--- src/rtl/fetch_pkg.sv ---
// fetch_pkg: shared types and constants for the instruction fetch stage
package fetch_pkg;
  typedef struct packed {
    logic [31:0] pc;
    logic [31:0] instr;
  } fetch_entry_t;
  localparam logic [31:0] INSTR_BYTES = 32'd4;
  localparam logic [31:0] NOP_INSTR = 32'h0000_0013;
endpackage

--- src/rtl/fetch_fifo.sv ---
// fetch_fifo: small synchronous buffer of fetched {pc, instr} entries with flush
module fetch_fifo
  import fetch_pkg::*;
#(
  parameter int DEPTH = 2
) (
  input  logic                         clk,
  input  logic                         rst_n,
  input  logic                         i_push,
  input  logic                         i_pop,
  input  logic                         i_flush,
  input  fetch_entry_t                 i_data,
  output logic [$clog2(DEPTH+1)-1:0]   o_count,
  output logic                         o_full,
  output logic                         o_empty,
  output fetch_entry_t                 o_head
);
  localparam int PW = (DEPTH > 1) ? $clog2(DEPTH) : 1;
  localparam int CW = $clog2(DEPTH + 1);
  fetch_entry_t r_mem [DEPTH];
  logic [PW-1:0] r_rd, r_wr;
  logic [CW-1:0] r_cnt;
  logic w_wr_en, w_rd_en;
  assign w_wr_en = i_push & ~i_flush;
  assign w_rd_en = i_pop & ~i_flush & (r_cnt != '0);
  assign o_count = r_cnt;
  assign o_full  = r_cnt == CW'(DEPTH);
  assign o_empty = r_cnt == '0;
  assign o_head  = r_mem[r_rd];
  // pointers and occupancy; a flush empties the buffer ahead of any push that cycle
  always_ff @(posedge clk) begin
    if (!rst_n || i_flush) begin
      r_rd  <= '0;
      r_wr  <= '0;
      r_cnt <= '0;
    end else begin
      if (w_wr_en) r_wr <= (r_wr == PW'(DEPTH - 1)) ? '0 : r_wr + PW'(1);
      if (w_rd_en) r_rd <= (r_rd == PW'(DEPTH - 1)) ? '0 : r_rd + PW'(1);
      r_cnt <= r_cnt + CW'(w_wr_en) - CW'(w_rd_en);
    end
  end
  // storage needs no reset: entries are only observed once written
  always_ff @(posedge clk) begin
    if (w_wr_en) r_mem[r_wr] <= i_data;
  end
endmodule

--- src/rtl/fetch_controller.sv ---
// fetch_controller: IF-stage PC sequencer driving a 1-cycle imem into a small instruction buffer
module fetch_controller
  import fetch_pkg::*;
#(
  parameter logic [31:0] RESET_PC  = 32'h0000_0000,
  parameter int          BUF_DEPTH = 2
) (
  input  logic        clk,
  input  logic        rst_n,
  input  logic        fetch_en,
  input  logic        redirect_vld,
  input  logic [31:0] redirect_pc,
  output logic        imem_en,
  output logic [31:0] imem_addr,
  input  logic [31:0] imem_rdata,
  output logic        if_valid,
  input  logic        if_ready,
  output logic [31:0] if_pc,
  output logic [31:0] if_instr
);
  localparam int CW = $clog2(BUF_DEPTH + 1);
  logic [31:0] r_pc, r_inflight_pc;
  logic r_inflight, r_kill;
  logic [31:0] w_redirect_pc;
  logic [CW-1:0] w_count;
  logic [CW:0] w_occ;
  logic w_full, w_empty, w_pop, w_push, w_issue;
  fetch_entry_t w_head;
  assign w_redirect_pc = redirect_pc & ~32'h3;
  assign w_pop   = if_valid & if_ready;
  assign w_push  = r_inflight & ~r_kill;
  assign w_occ   = (CW+1)'(r_inflight) + (CW+1)'(w_count) - (CW+1)'(w_pop);
  assign w_issue = fetch_en & ~redirect_vld & (w_occ < (CW+1)'(BUF_DEPTH));
  assign imem_en   = w_issue;
  assign imem_addr = r_pc;
  assign if_valid  = ~w_empty;
  assign if_pc     = w_empty ? '0 : w_head.pc;
  assign if_instr  = w_empty ? '0 : w_head.instr;
  // PC sequencing and in-flight tracking; a redirect always wins over sequential fetch
  always_ff @(posedge clk) begin
    if (!rst_n) begin
      r_pc          <= RESET_PC;
      r_inflight    <= 1'b0;
      r_kill        <= 1'b0;
      r_inflight_pc <= '0;
    end else begin
      r_inflight <= w_issue;
      r_kill     <= redirect_vld;
      if (w_issue) r_inflight_pc <= r_pc;
      r_pc <= redirect_vld ? w_redirect_pc : w_issue ? r_pc + INSTR_BYTES : r_pc;
    end
  end
  fetch_fifo #(.DEPTH(BUF_DEPTH)) u_fifo (
    .clk     (clk),
    .rst_n   (rst_n),
    .i_push  (w_push),
    .i_pop   (w_pop),
    .i_flush (redirect_vld),
    .i_data  ('{pc: r_inflight_pc, instr: imem_rdata}),
    .o_count (w_count),
    .o_full  (w_full),
    .o_empty (w_empty),
    .o_head  (w_head)
  );
  a_no_overflow: assert property (@(posedge clk) disable iff (!rst_n)
    !(w_push && !redirect_vld && w_full));
endmodule

--- config.mk ---
export PLATFORM = sky130hd
export DESIGN_NAME = fetch_controller
export DESIGN_NICKNAME = d
export VERILOG_FILES = /design/src/rtl/fetch_pkg.sv /design/src/rtl/fetch_fifo.sv /design/src/rtl/fetch_controller.sv
export SDC_FILE = /design/constraint.sdc
export NUM_CORES = 1
export LEC_CHECK = 0
export ABC_AREA = 0
export ABC_CLOCK_PERIOD_IN_PS = 7400
export CAP_MARGIN = 30
export CELL_PAD_IN_SITES_DETAIL_PLACEMENT = 0
export CELL_PAD_IN_SITES_GLOBAL_PLACEMENT = 1
export CORE_MARGIN = 8
export CORE_UTILIZATION = 43
export CTS_CLUSTER_SIZE = 25
export DETAILED_ROUTE_END_ITERATION = 7
export GPL_ROUTABILITY_DRIVEN = 1
export PLACE_DENSITY_LB_ADDON = 0.1
export SLEW_MARGIN = 25
export SYNTH_ARGS = -nofsm -noshare
export SYNTH_HDL_FRONTEND = slang
export SYNTH_SLANG_ARGS = --single-unit
--- constraint.sdc ---
create_clock -name clk -period 7.4 [get_ports clk]
set_clock_uncertainty 0.05 [all_clocks]
set_input_delay 1.48 -clock clk [delete_from_list [all_inputs] [get_ports clk]]
set_output_delay 1.48 -clock clk [all_outputs]
set_load 0.01 [all_outputs]
==> out/qor.yml <==
worst_setup_path:
  reg2reg_from: "u_fifo.o_count[1]"
  cp-start-kind: "input port"
  arrival_ns: 3.94
  cp_max_fo: 2
  crit_path_end: "imem_en"
  r2r_cells: 13
  cp-startpoint: "if_ready"
  cp.required_ns: 5.87
  crit_type: "in -> out"
  crit_path_end_kind: "output port"
  r2r-end: "imem_addr[23]"
  reg2reg_slack_ns: 3.74
timing:
  finalWorstSetupSlack_ns: 1.93
  setup_violations: 0
  hold_violations: 0
  tightest_slew_ns: 0.886
  slew_violations: 0
  slew_headroom_pct: 40.7
  max_freq_mhz: 183
  period_minus_slack_ns: 5.47
  rsz0062_at_grt: "no"
  fin_crit_sh_pct: 73.9
  tns_ns: 0
finish:
  syn_to_final_growth_pct: 31.1
  diodes: 0
  nets: 876
  layout-drive-gt1-share_pct: 7.12
  n_fill_cell: 1530
power:
  ir_drop_uv: 150
  p_leak_nw: 3.35
  pwr_density_cell_nw_per_um2: 213
flow_run:
  cap_violations: 0
drt:
  wl_per_cell_um: 18.0
  drc: 0
  vias: 5420
  viasPerCell: 5.19
  drt_iter0_drc: 315
  drt_wl_total_um: 18800
  antenna_left: 0
  dr.pass1.iters: 4
cts:
  cts-root-buf: "clkbuf_16"
  cts_tree: "built"
  worst_setup_hold_path_clk_slew_ns: 0.07
  clk_latency_ns: 0.42
  ctsResizeCount: 0
  ctsLongestPathBuffers: 2
  cts_setup_buffers: 0
  cts_sinks: 191
  ctsHoldBuffers: 0
  cts_buffers: 17
  htree_levels: 4
floorplanning:
  start_util_pct: 43.5
  ios: 167
  rows: 49
  core_um2: 17800
  dieArea_um2: 22600
  chipHeight_um: 150
  die_x_um: 150
grt:
  grt_pass1_wl_um: 29700
  first_global_vias: 5559
  grt_max_degree: 63
  grt-ovfl-total: 0
  track_usage_pct: 17.0
  antenna_found_initial: 0
synth:
  syn_area_um2: 7750
  synthesis.instances: 651
  synth_edf_count: 124
  synthFlopType: "edfxtp_1"
  ys_ff_latch: 191
  ys_seq_area_share_pct: 65.3
  syn_area_per_cell_um2: 11.9
  ys_warn_count: 0
  synth.distinct_cells: 49
  ys_async_sr_fraction_pct: 0
placed_design:
  dp_hpwl_um: 12600
  place_congestion: 0.777
  dp_slack_ns: 1.93
  port_buffers: 160
min_path:
  min_path_type: "reg -> reg"
status:
  status: "completed"
-- state kept, by name (all words and copies together) (netlist names), named ones only --
| signal | count |
|---|---|
| u_fifo.o_count | 2 |
| u_fifo.r_wr | 1 |
| r_kill | 1 |
| u_fifo.r_rd | 1 |
| u_fifo.r_mem | 124 |
| imem_addr | 30 |
| r_inflight_pc | 30 |
| r_inflight | 1 |
-- synthesized netlist by cell type (all sizes together), types with 2 or more instances --
| cell | instances | area share, % |
|---|---|---|
| a21o | 2 | 0.19 |
| a21oi | 48 | 3.1 |
| a22o | 2 | 0.23 |
| a2bb2oi | 7 | 0.79 |
| a31oi | 10 | 0.81 |
| a32oi | 2 | 0.23 |
| and2 | 3 | 0.24 |
| and3 | 3 | 0.24 |
| buf | 18 | 1.2 |
| clkbuf | 21 | 1.0 |
| dfxtp | 67 | 17 |
| edfxtp | 124 | 48 |
| ha | 4 | 0.65 |
| inv | 8 | 0.39 |
| mux2 | 4 | 0.58 |
| mux2i | 63 | 8.1 |
| nand2 | 95 | 4.6 |
| nand2b | 2 | 0.16 |
| nand3 | 24 | 1.8 |
| nand4 | 13 | 1.2 |
| nor2 | 79 | 3.8 |
| nor2b | 2 | 0.16 |
| nor3 | 4 | 0.26 |
| nor3b | 2 | 0.19 |
| nor4 | 2 | 0.44 |
| o211ai | 6 | 0.58 |
| o21ai | 7 | 0.45 |
| o31a | 2 | 0.23 |
| or3 | 6 | 0.48 |
| xnor2 | 7 | 0.79 |
| xor2 | 3 | 0.34 |
-- placed cells by master, fill, tap and decap left out, types with 5 or more instances in the layout --
cell | synthesis | final
clkdlybuf4s50_1 | 0 | 160
edfxtp_1 | 124 | 124
nand2_1 | 95 | 95
nor2_1 | 79 | 78
dfxtp_1 | 67 | 66
mux2i_1 | 63 | 63
a21oi_1 | 48 | 48
nand3_1 | 22 | 22
clkbuf_16 | 0 | 17
nand4_1 | 12 | 12
a31oi_1 | 10 | 10
xnor2_1 | 7 | 7
o21ai_0 | 7 | 7
a2bb2oi_1 | 7 | 7
inv_1 | 7 | 6
o211ai_1 | 6 | 6
or3_1 | 6 | 6
buf_4 | 5 | 5
-- layer usage --
metal,up-vias,wire (µm),track usage (%)
li1,2643,-,-
met1,2616,8130,20.3
met2,141,9240,28.9
met3,20,1190,4.57
met4,0,264,5.90
met5,-,0,0
-- metrics by stage --
step | instances | total power, W | area, µm² | hold WS [ns] | utilization [%]
2_1_floorplan | 654 | 0.00125 | 7760 | 0.375 | -
3_3_place_gp | 1009 | 0.00133 | 9540 | 0.383 | 53.5
3_5_place_dp | 1011 | 0.00133 | 9580 | 0.387 | 53.7
4_1_cts | 1043 | 0.00219 | 10100 | 0.405 | 56.8
5_1_grt | 1044 | 0.00225 | 10200 | 0.418 | 57.0
6_report | 1044 | 0.00216 | 10200 | 0.405 | 57.0
-- critical path, cell delays in order --
cell             delay (ns)
clkdlybuf4s50_1        0.47
and2_1                 0.17
ha_1                   0.23
nand2b_1               0.15
fa_1                   0.50
nand3b_1               0.11
nand2b_2               0.21
inv_2                  0.08
clkdlybuf4s50_1        0.54
-- final cells by class --
class | count | area (µm²) | area share, %
clock inverters | 12 | 101 | 0.997
flip-flops and latches | 191 | 5070 | 49.8
repair buffers | 168 | 1710 | 16.8
well taps | 229 | 287 | 2.82
inverters | 8 | 30.0 | 0.295
clock buffers | 20 | 457 | 4.49
multi-input cells | 416 | 2520 | 24.8
-- worst min-delay path by stage --
stage	from	end	slack, ns	depth (start not counted)
CTS	r_inflight_pc[28]	u_fifo.r_mem[0][60]	0.40	0
global placement	r_inflight_pc[17]	u_fifo.r_mem[1][49]	0.38	0
finish	r_inflight_pc[15]	u_fifo.r_mem[1][47]	0.41	0
floorplan	r_inflight_pc[2]	u_fifo.r_mem[0][34]	0.38	0
global route	r_inflight_pc[12]	u_fifo.r_mem[1][44]	0.42	0
detailed placement	r_inflight_pc[28]	u_fifo.r_mem[1][60]	0.39	0
-- logic make-up (layout without fill, tap and decap cells) --
family | count (synthesis) | count (layout) | share of synthesized area [%]
multiplexers | 67 | 67 | 8.71
buffers and inverters | 47 | 208 | 2.60
flip-flops | 191 | 191 | 65.3
other | 1 | 4 | 0.0484
AND/OR/NAND/NOR | 240 | 240 | 14.2
AO/OA/AOI/OAI | 90 | 90 | 7.07
adder cells (fa/ha/maj) | 5 | 5 | 0.904
XOR/XNOR | 10 | 10 | 1.13
-- power breakdown --
part | switching, W | internal [W]
logic | 0.0000644 | 0.0000719
registers | 0.0000222 | 0.00115
clock network | 0.000400 | 0.000457
Power figures use the tool's default switching activity.
